### src/rtl/demux_scan_sequencer.sv
// ---------------------------------------------------------------------------
// demux_scan_sequencer
//   Scans the enabled channels of an 8-way demux. Each enabled channel is held
//   on the select lines for a programmable number of cycles. The scan can run
//   continuously or as one single pass.
//
// Ports
//   clk        in   clock; all state changes on the rising edge
//   rst_n      in   asynchronous active-low reset
//   start      in   scan request, sampled only while idle
//   stop       in   synchronous abort; beats start and dwell expiry
//   mode       in   0 = continuous, 1 = single pass (latched at start)
//   ch_mask    in   channel enables, bit i = channel i (latched at start)
//   dwell      in   cycles per channel, 0 is treated as 1 (latched at start)
//   din        in   data bit to be routed
//   s          out  demux select
//   dout       out  din gated by route_en (combinational)
//   route_en   out  registered, high while a channel is being served
//   busy       out  high while a scan is in progress
//   pass_done  out  one-cycle pulse when the highest enabled channel expires
//   cfg_err    out  one-cycle pulse for a start with an empty mask
// ---------------------------------------------------------------------------
module demux_scan_sequencer #(
  parameter int DWELL_W = 8
) (
  input  logic               clk,
  input  logic               rst_n,
  input  logic               start,
  input  logic               stop,
  input  logic               mode,
  input  logic [7:0]         ch_mask,
  input  logic [DWELL_W-1:0] dwell,
  input  logic               din,
  output logic [2:0]         s,
  output logic               dout,
  output logic               route_en,
  output logic               busy,
  output logic               pass_done,
  output logic               cfg_err
);

  typedef enum logic {
    IDLE  = 1'b0,
    DWELL = 1'b1
  } state_e;

  state_e               state_q, state_d;
  logic [2:0]           s_q, s_d;
  logic                 route_en_q, route_en_d;
  logic                 pass_done_q, pass_done_d;
  logic                 cfg_err_q, cfg_err_d;
  logic [DWELL_W-1:0]   cnt_q, cnt_d;
  logic                 mode_q, mode_d;
  logic [7:0]           mask_q, mask_d;
  logic [DWELL_W-1:0]   dwell_q, dwell_d;

  logic [7:0]           higher_mask;
  logic [DWELL_W-1:0]   dwell_eff;

  // Index of the lowest set bit; 0 when the vector is empty.
  function automatic logic [2:0] lowest_set(input logic [7:0] m);
    logic [2:0] idx;
    idx = '0;
    for (int i = 7; i >= 0; i--) begin
      if (m[i]) idx = 3'(i);
    end
    return idx;
  endfunction

  // Enabled channels strictly above the current one; empty means the current
  // channel is the last of the pass.
  for (genvar gi = 0; gi < 8; gi++) begin : g_higher
    assign higher_mask[gi] = mask_q[gi] && (s_q < 3'(gi));
  end

  assign dwell_eff = (dwell == '0) ? DWELL_W'(1) : dwell;

  // State register
  always_ff @(posedge clk or negedge rst_n) begin
    if (!rst_n) begin
      state_q     <= IDLE;
      s_q         <= '0;
      route_en_q  <= 1'b0;
      pass_done_q <= 1'b0;
      cfg_err_q   <= 1'b0;
      cnt_q       <= '0;
      mode_q      <= 1'b0;
      mask_q      <= '0;
      dwell_q     <= '0;
    end else begin
      state_q     <= state_d;
      s_q         <= s_d;
      route_en_q  <= route_en_d;
      pass_done_q <= pass_done_d;
      cfg_err_q   <= cfg_err_d;
      cnt_q       <= cnt_d;
      mode_q      <= mode_d;
      mask_q      <= mask_d;
      dwell_q     <= dwell_d;
    end
  end

  // Next-state logic
  always_comb begin
    state_d     = state_q;
    s_d         = s_q;
    route_en_d  = route_en_q;
    pass_done_d = 1'b0;
    cfg_err_d   = 1'b0;
    cnt_d       = cnt_q;
    mode_d      = mode_q;
    mask_d      = mask_q;
    dwell_d     = dwell_q;

    if (stop) begin
      state_d    = IDLE;
      s_d        = '0;
      route_en_d = 1'b0;
    end else begin
      case (state_q)
        IDLE: begin
          if (start) begin
            if (ch_mask != 8'h00) begin
              mode_d     = mode;
              mask_d     = ch_mask;
              dwell_d    = dwell_eff;
              cnt_d      = dwell_eff;
              s_d        = lowest_set(ch_mask);
              route_en_d = 1'b1;
              state_d    = DWELL;
            end else begin
              cfg_err_d = 1'b1;
            end
          end
        end
        DWELL: begin
          // Counter holds the cycles left on this channel, including the
          // current one, so a value of 1 means this edge ends the dwell.
          if (cnt_q <= DWELL_W'(1)) begin
            if (higher_mask != 8'h00) begin
              s_d   = lowest_set(higher_mask);
              cnt_d = dwell_q;
            end else begin
              pass_done_d = 1'b1;
              if (mode_q) begin
                state_d    = IDLE;
                s_d        = '0;
                route_en_d = 1'b0;
              end else begin
                s_d   = lowest_set(mask_q);
                cnt_d = dwell_q;
              end
            end
          end else begin
            cnt_d = cnt_q - DWELL_W'(1);
          end
        end
        default: begin
          state_d    = IDLE;
          s_d        = '0;
          route_en_d = 1'b0;
        end
      endcase
    end
  end

  // Outputs
  always_comb begin
    s         = s_q;
    route_en  = route_en_q;
    busy      = (state_q == DWELL);
    pass_done = pass_done_q;
    cfg_err   = cfg_err_q;
    dout      = din & route_en_q;
  end

endmodule

### config.mk
export PLATFORM = sky130hd
export DESIGN_NAME = demux_scan_sequencer
export DESIGN_NICKNAME = d
export VERILOG_FILES = /design/src/rtl/demux_scan_sequencer.sv
export SDC_FILE = /design/constraint.sdc
export NUM_CORES = 1
export LEC_CHECK = 0
export ABC_AREA = 1
export BUFFER_PORTS_ARGS = -buffer_cell sky130_fd_sc_hd__buf_4
export CORE_UTILIZATION = 60
export CTS_CLUSTER_SIZE = 12
export DETAILED_ROUTE_END_ITERATION = 16
export PLACE_DENSITY = 0.83
export SKIP_LAST_GASP = 1
export SLEW_MARGIN = 20
export SYNTH_ARGS = -nofsm -noshare
export SYNTH_HDL_FRONTEND = slang
export SYNTH_SLANG_ARGS = --single-unit
export TNS_END_PERCENT = 1
### constraint.sdc
create_clock -name clk -period 4.2 [get_ports clk]
set_input_delay 0 -clock clk [delete_from_list [all_inputs] [get_ports clk]]
set_output_delay 0 -clock clk [all_outputs]
set_load 0.01 [all_outputs]
# Yosys cells after proc, flatten, opt, wreduce, memory -nomap -nowiden
# Cells that the tools add are included.
[op_classes]
n_addsub = 1
reduce_logical = 15
bitwise_logic = 3
muxes = 60
eq_ne = 8
magnitude_cmp = 9
[op_table]
columns = ["cell", "count"]
rows = [
  ["2-to-1 mux 3 bit", 30],
  ["2-to-1 mux 8 bit", 6],
  ["2-to-1 mux 1 bit", 20],
  ["case mux 8 bit (2 select lines)", 1],
  ["nonzero test 8 bit", 2],
  ["< comparator 3 bit (second input constant)", 4],
  ["inequality test 3 bit (second input constant)", 3],
  ["<= comparator 8 x 1 -> 1 bit (second input constant)", 1],
  ["logical AND 1 bit", 8],
  ["zero test 8 bit", 1],
  ["AND reduction 4 bit", 2],
  ["subtractor 8 x 1 -> 8 bit (second input constant)", 1],
  ["< comparator 3 x 1 -> 1 bit (second input constant)", 2],
  ["< comparator 3 x 2 -> 1 bit (second input constant)", 2],
  ["inequality test 3 x 2 -> 1 bit (second input constant)", 2],
  ["case mux 3 bit (2 select lines)", 1],
  ["AND reduction 5 bit", 1],
  ["inequality test 2 bit (second input constant)", 2],
  ["inequality test 4 x 3 -> 1 bit (second input constant)", 1],
  ["case mux 1 bit (2 select lines)", 2],
  ["AND reduction 3 bit", 1],
  ["inverter 1 bit", 2],
  ["bitwise AND 1 bit", 1],
]
[word_totals]
ff_bits = 32
in_bits = 22
wordCells = 105
out_inout_bits = 8

# Logic depth before layout (Yosys ltp)
[depth]
depth_word = 14
ltp_mapped = 12
depth_no_buf = 11

# Worst setup path after synthesis
# Ideal clock, no wire load.
[synth_timing]
path_kind = "flip-flop to flip-flop"
from = "register cnt_q[0] (netlist name)"
to = "register mask_q[0]"
required_ps = 4083
synth_period_minus_slack_ps = 1697
setup_ps = 117
arrival_time_ps = 1579
stages_incl_launch_ff = 13
slack_ps = 2503
n_path_buf = 1
cell_sequence = "dfrtp_1 > inv_1 > ha_1 > nor2_1 > nor2_1 > nand2_2 > nand2_2 > nand3_4 > nor2_8 > inv_2 > buf_6 > nand2_1 > o21ai_2"
[synth_rtl]
columns = ["element", "line", "rtl"]
rows = [
  ["end signal: assignment", "98", "mask_q <= mask_d;"],
  ["end: declaration", "54", "logic [7:0] mask_q, mask_d;"],
]

==> flow_metrics.env <==
export IMPL_finish_cell_count_without_fillers=383
export IMPL_synthCells=288
export IMPL_first_pass_iters=5
export IMPL_post_route_worst_setup_slack_ns=1.698
export IMPL_clk_pin_slew_ns=0.11
export IMPL_min_delay_path_class="input port to flip-flop"
export IMPL_final_net_count=362
export IMPL_commonest_cells_after_routing_fill_and_taps_aside="93 x nand2_1, 35 x inv_1, 32 x dfrtp_1"
export IMPL_cpLargestDelayFamily="simple AND/OR/NAND/NOR gates"
export IMPL_core_area_um2=3128
export IMPL_max_freq_mhz=399.6
export IMPL_crit_slowest_cell="dlygate4sd3_1"
export IMPL_postSynth_topFlopCell="dfrtp_1"
export IMPL_cp_common_cell="nor2_1"
export IMPL_global_route_wire_length_before_repair_um=7948
export IMPL_max_capacitance_violation_count=0
export IMPL_timing_hold_worst_endpoint="pass_done$_DFF_PN0_"
export IMPL_grt_max_degree=33
export IMPL_via_count=2032
export IMPL_yosys_top_cells_area="dfrtp_1 39%, nand2_1 17%, inv_1 6.5%, o21ai_0 5.7%, nor2_1 5.0%"
export IMPL_timing_reg2reg_setup_slack_ns=1.70
export IMPL_design_portCount=30
export IMPL_end_of_the_worst_register_to_register_path="dwell_q[0]$_DFFE_PN0P_"
export IMPL_synth_sequential_area_ratio_pct=39.36
export IMPL_ys_async_sr_fraction_pct=100.0
export IMPL_list_of_cells_traversed_by_the_critical_path="inv_1 -> ha_1 -> nor2_1 -> nor2_1 -> nand2_2 -> nand2_2 -> nand3_4 -> nor2_8 -> nor2_1 -> a31oi_1 -> dlygate4sd3_1"
export IMPL_drtIter0Drc=111
export IMPL_clk_path_buf_depth=2
export IMPL_worstPathRequired_ns=4.50
export IMPL_residual_drc=0
export IMPL_final_min_clock_period_ns=2.502
export IMPL_synth_largest_area_cell="dfrtp_1"
export IMPL_outcome="completed"
export IMPL_cts_made_buffers=5
export IMPL_grt_usage_pct=30.77
export IMPL_timing_critical_path_to_type="flip-flop"
export IMPL_crit_fanout=25
export IMPL_layout_cells_sized_above_1_pct=16.52
export IMPL_hold_violations=0
export IMPL_critPathMaxStageDelay_ns=0.55
export IMPL_worst_case_headroom_to_the_max_slew_limit_pct=73.47
export IMPL_syn_cell_area_um2=2034
export IMPL_critPathLaunchType="flip-flop"
export IMPL_worstHoldPathCells=4
export IMPL_yosys_register_bits=32
export IMPL_post_route_util_pct=81.00
export IMPL_cts_sink_count=32
export IMPL_synth_net_count=312
export IMPL_cts_htree_levels=2
export IMPL_synth_edf_count=0
export IMPL_netlist_cell_type_count=33
export IMPL_worstSkewPairLatency_ns=0.35
export IMPL_pd_cells_nw_per_um2=430.3
export IMPL_number_of_global_route_vias_before_repair=1755
export IMPL_rr_worst_depth=11
export IMPL_setup_violations=0
export IMPL_clock_tree_from_tritoncts="built"
export IMPL_wire_per_inst_um=12.53
export IMPL_last_weighted_congestion_value_of_the_routability_driven_placer=0.8971
export IMPL_portBuffers=29
export IMPL_mostFrequentLayoutCell="nand2_1"
export IMPL_min_period_over_period_pct=59.58
export IMPL_grt_remaining_overflow=0
export IMPL_die_area_um2=3628
export IMPL_leakage_nw=1.316
export IMPL_post_dp_cell_area_um2=2257
export IMPL_antenna_violations_before_repair=0
export IMPL_placedCellCount=355
export IMPL_die_height_um=60.23
export IMPL_rsz0062_at_grt="false"
export IMPL_area_overhead_of_the_layout_relative_to_synthesis_pct=24.54
export IMPL_syn_avg_cell_area_um2=7.064
export IMPL_ir_drop_uv=298.5
export IMPL_postRouteAntennaNets=0
export IMPL_arrival_ns=2.80
export IMPL_tightest_pin_transition_ns=0.3980
export IMPL_synth_warnings=0
export IMPL_post_place_ws_ns=2.113
export IMPL_finalWirelength_um=4798
export IMPL_timing_setup_tns_ns=0
export IMPL_diodes=0
export IMPL_post_cts_resized=0
export IMPL_finClkSkew_ns=0.01955
export IMPL_hold_path_startpoint="stop"
export IMPL_floorplan_die_width_um=60.23
export IMPL_cp_num_buf_inv=2
export IMPL_rows=20
export IMPL_starting_density_pct=65.04
export IMPL_final_design_area_no_fill_um2=2534
export IMPL_synth_top_cell_area_share_pct=39.36
export IMPL_r2r_start="cnt_q[0]$_DFFE_PN0P_"
export IMPL_place_detailed_hpwl_um=3435
export IMPL_clock_tree_root_cell="clkbuf_4"
export IMPL_critical_path_class="flip-flop to flip-flop"
export IMPL_finalMaxSlewViolations=0
export IMPL_viasPerCell=5.305
==> worst reg2reg max path: stages (launching register included) <==
cell,delay [ns]
dfrtp_1,0.43
inv_1,0.10
ha_1,0.25
nor2_1,0.07
nor2_1,0.13
nand2_2,0.16
nand2_2,0.12
nand3_4,0.14
nor2_8,0.29
nor2_1,0.09
a31oi_1,0.13
dlygate4sd3_1,0.55
==> registers in the layout, indices dropped and copies added (netlist names) <==
signal	cells
mask_q	8
route_en	1
dwell_q	8
cnt_q	8
pass_done	1
mode_q	1
busy	1
s	3
cfg_err	1
==> layout make-up <==
| cell class | count | area [um^2] |
|---|---|---|
| multi-input cells | 213 | 1045 |
| flip-flops and latches | 32 | 800.8 |
| fillers | 215 | 594.3 |
| repair buffers | 49 | 417.9 |
| inverters | 37 | 138.9 |
| well taps | 44 | 55.05 |
| clock buffers | 6 | 41.29 |
| clock inverters | 2 | 35.03 |
==> routing by layer <==
layer	GRT usage (%)	vias up	routed length (um)
met4	11.96	0	84
met5	0	-	0
met1	45.58	919	2332
met2	44.74	91	2055
met3	4.762	8	326
li1	-	1014	-
==> how the worst max path moves through the flow <==
| stage | start | to | depth (start not counted) |
|---|---|---|---|
| 6_report | cnt_q[0]$_DFFE_PN0P_ | dwell_q[0]$_DFFE_PN0P_ | 11 |
| 5_1_grt | cnt_q[0]$_DFFE_PN0P_ | dwell_q[0]$_DFFE_PN0P_ | 11 |
| 4_1_cts | cnt_q[0]$_DFFE_PN0P_ | dwell_q[0]$_DFFE_PN0P_ | 11 |
| 3_5_place_dp | cnt_q[0]$_DFFE_PN0P_ | dwell_q[2]$_DFFE_PN0P_ | 11 |
| 3_3_place_gp | cnt_q[0]$_DFFE_PN0P_ | dwell_q[2]$_DFFE_PN0P_ | 11 |
| 2_1_floorplan | cnt_q[0]$_DFFE_PN0P_ | mask_q[0]$_DFFE_PN0P_ | 12 |
==> through the flow <==
| step | power (mW) | hold slack, ns |
|---|---|---|
| 6_report | 1.090 | 0.03330 |
| 5_1_grt | 1.170 | 0.05212 |
| 4_1_cts | 1.086 | 0.01071 |
| 3_5_place_dp | 0.8364 | -0.04000 |
| 3_3_place_gp | 0.8301 | -0.04119 |
| 2_1_floorplan | 0.7265 | -0.2956 |
==> cells in the mapped netlist (2+ instances only) <==
master and instances:
inv_2 2, nand2_1 93, inv_1 35, xnor2_1 3, o21ai_1 4, buf_6 3
o21ai_0 23, a21boi_0 3, a21oi_1 15, nand4_1 2, nand2_2 5, nand3_2 3
dfrtp_1 32, o211ai_1 2, o21ai_2 4, nand3_1 13, nor2_1 27, ha_1 2
nor3_1 2, nor2_2 2
==> kinds of logic after synthesis <==
family,count (synthesis),share of synthesized area (%)
XOR/XNOR,3,1.292
buffers and inverters,43,9.287
flip-flops,32,39.36
adder cells (fa/ha/maj),2,1.230
AO/OA/AOI/OAI,54,14.94
AND/OR/NAND/NOR,154,33.89
==> what timing repair did <==
action | 4_1_cts | 5_1_grt
hold buffers | 20 | 0
hold endpoints to repair | 53 | 0
buffers inserted | 0 | 0
==> where the power goes <==
group	leakage (nW)	internal [mW]	total (mW)	switching [mW]
registers	0.397	0.374	0.442	0.0681
clock network	0.0422	0.125	0.231	0.107
logic	0.877	0.170	0.417	0.247
total	1.32	0.668	1.09	0.422
(Power assumes the default switching activity.)
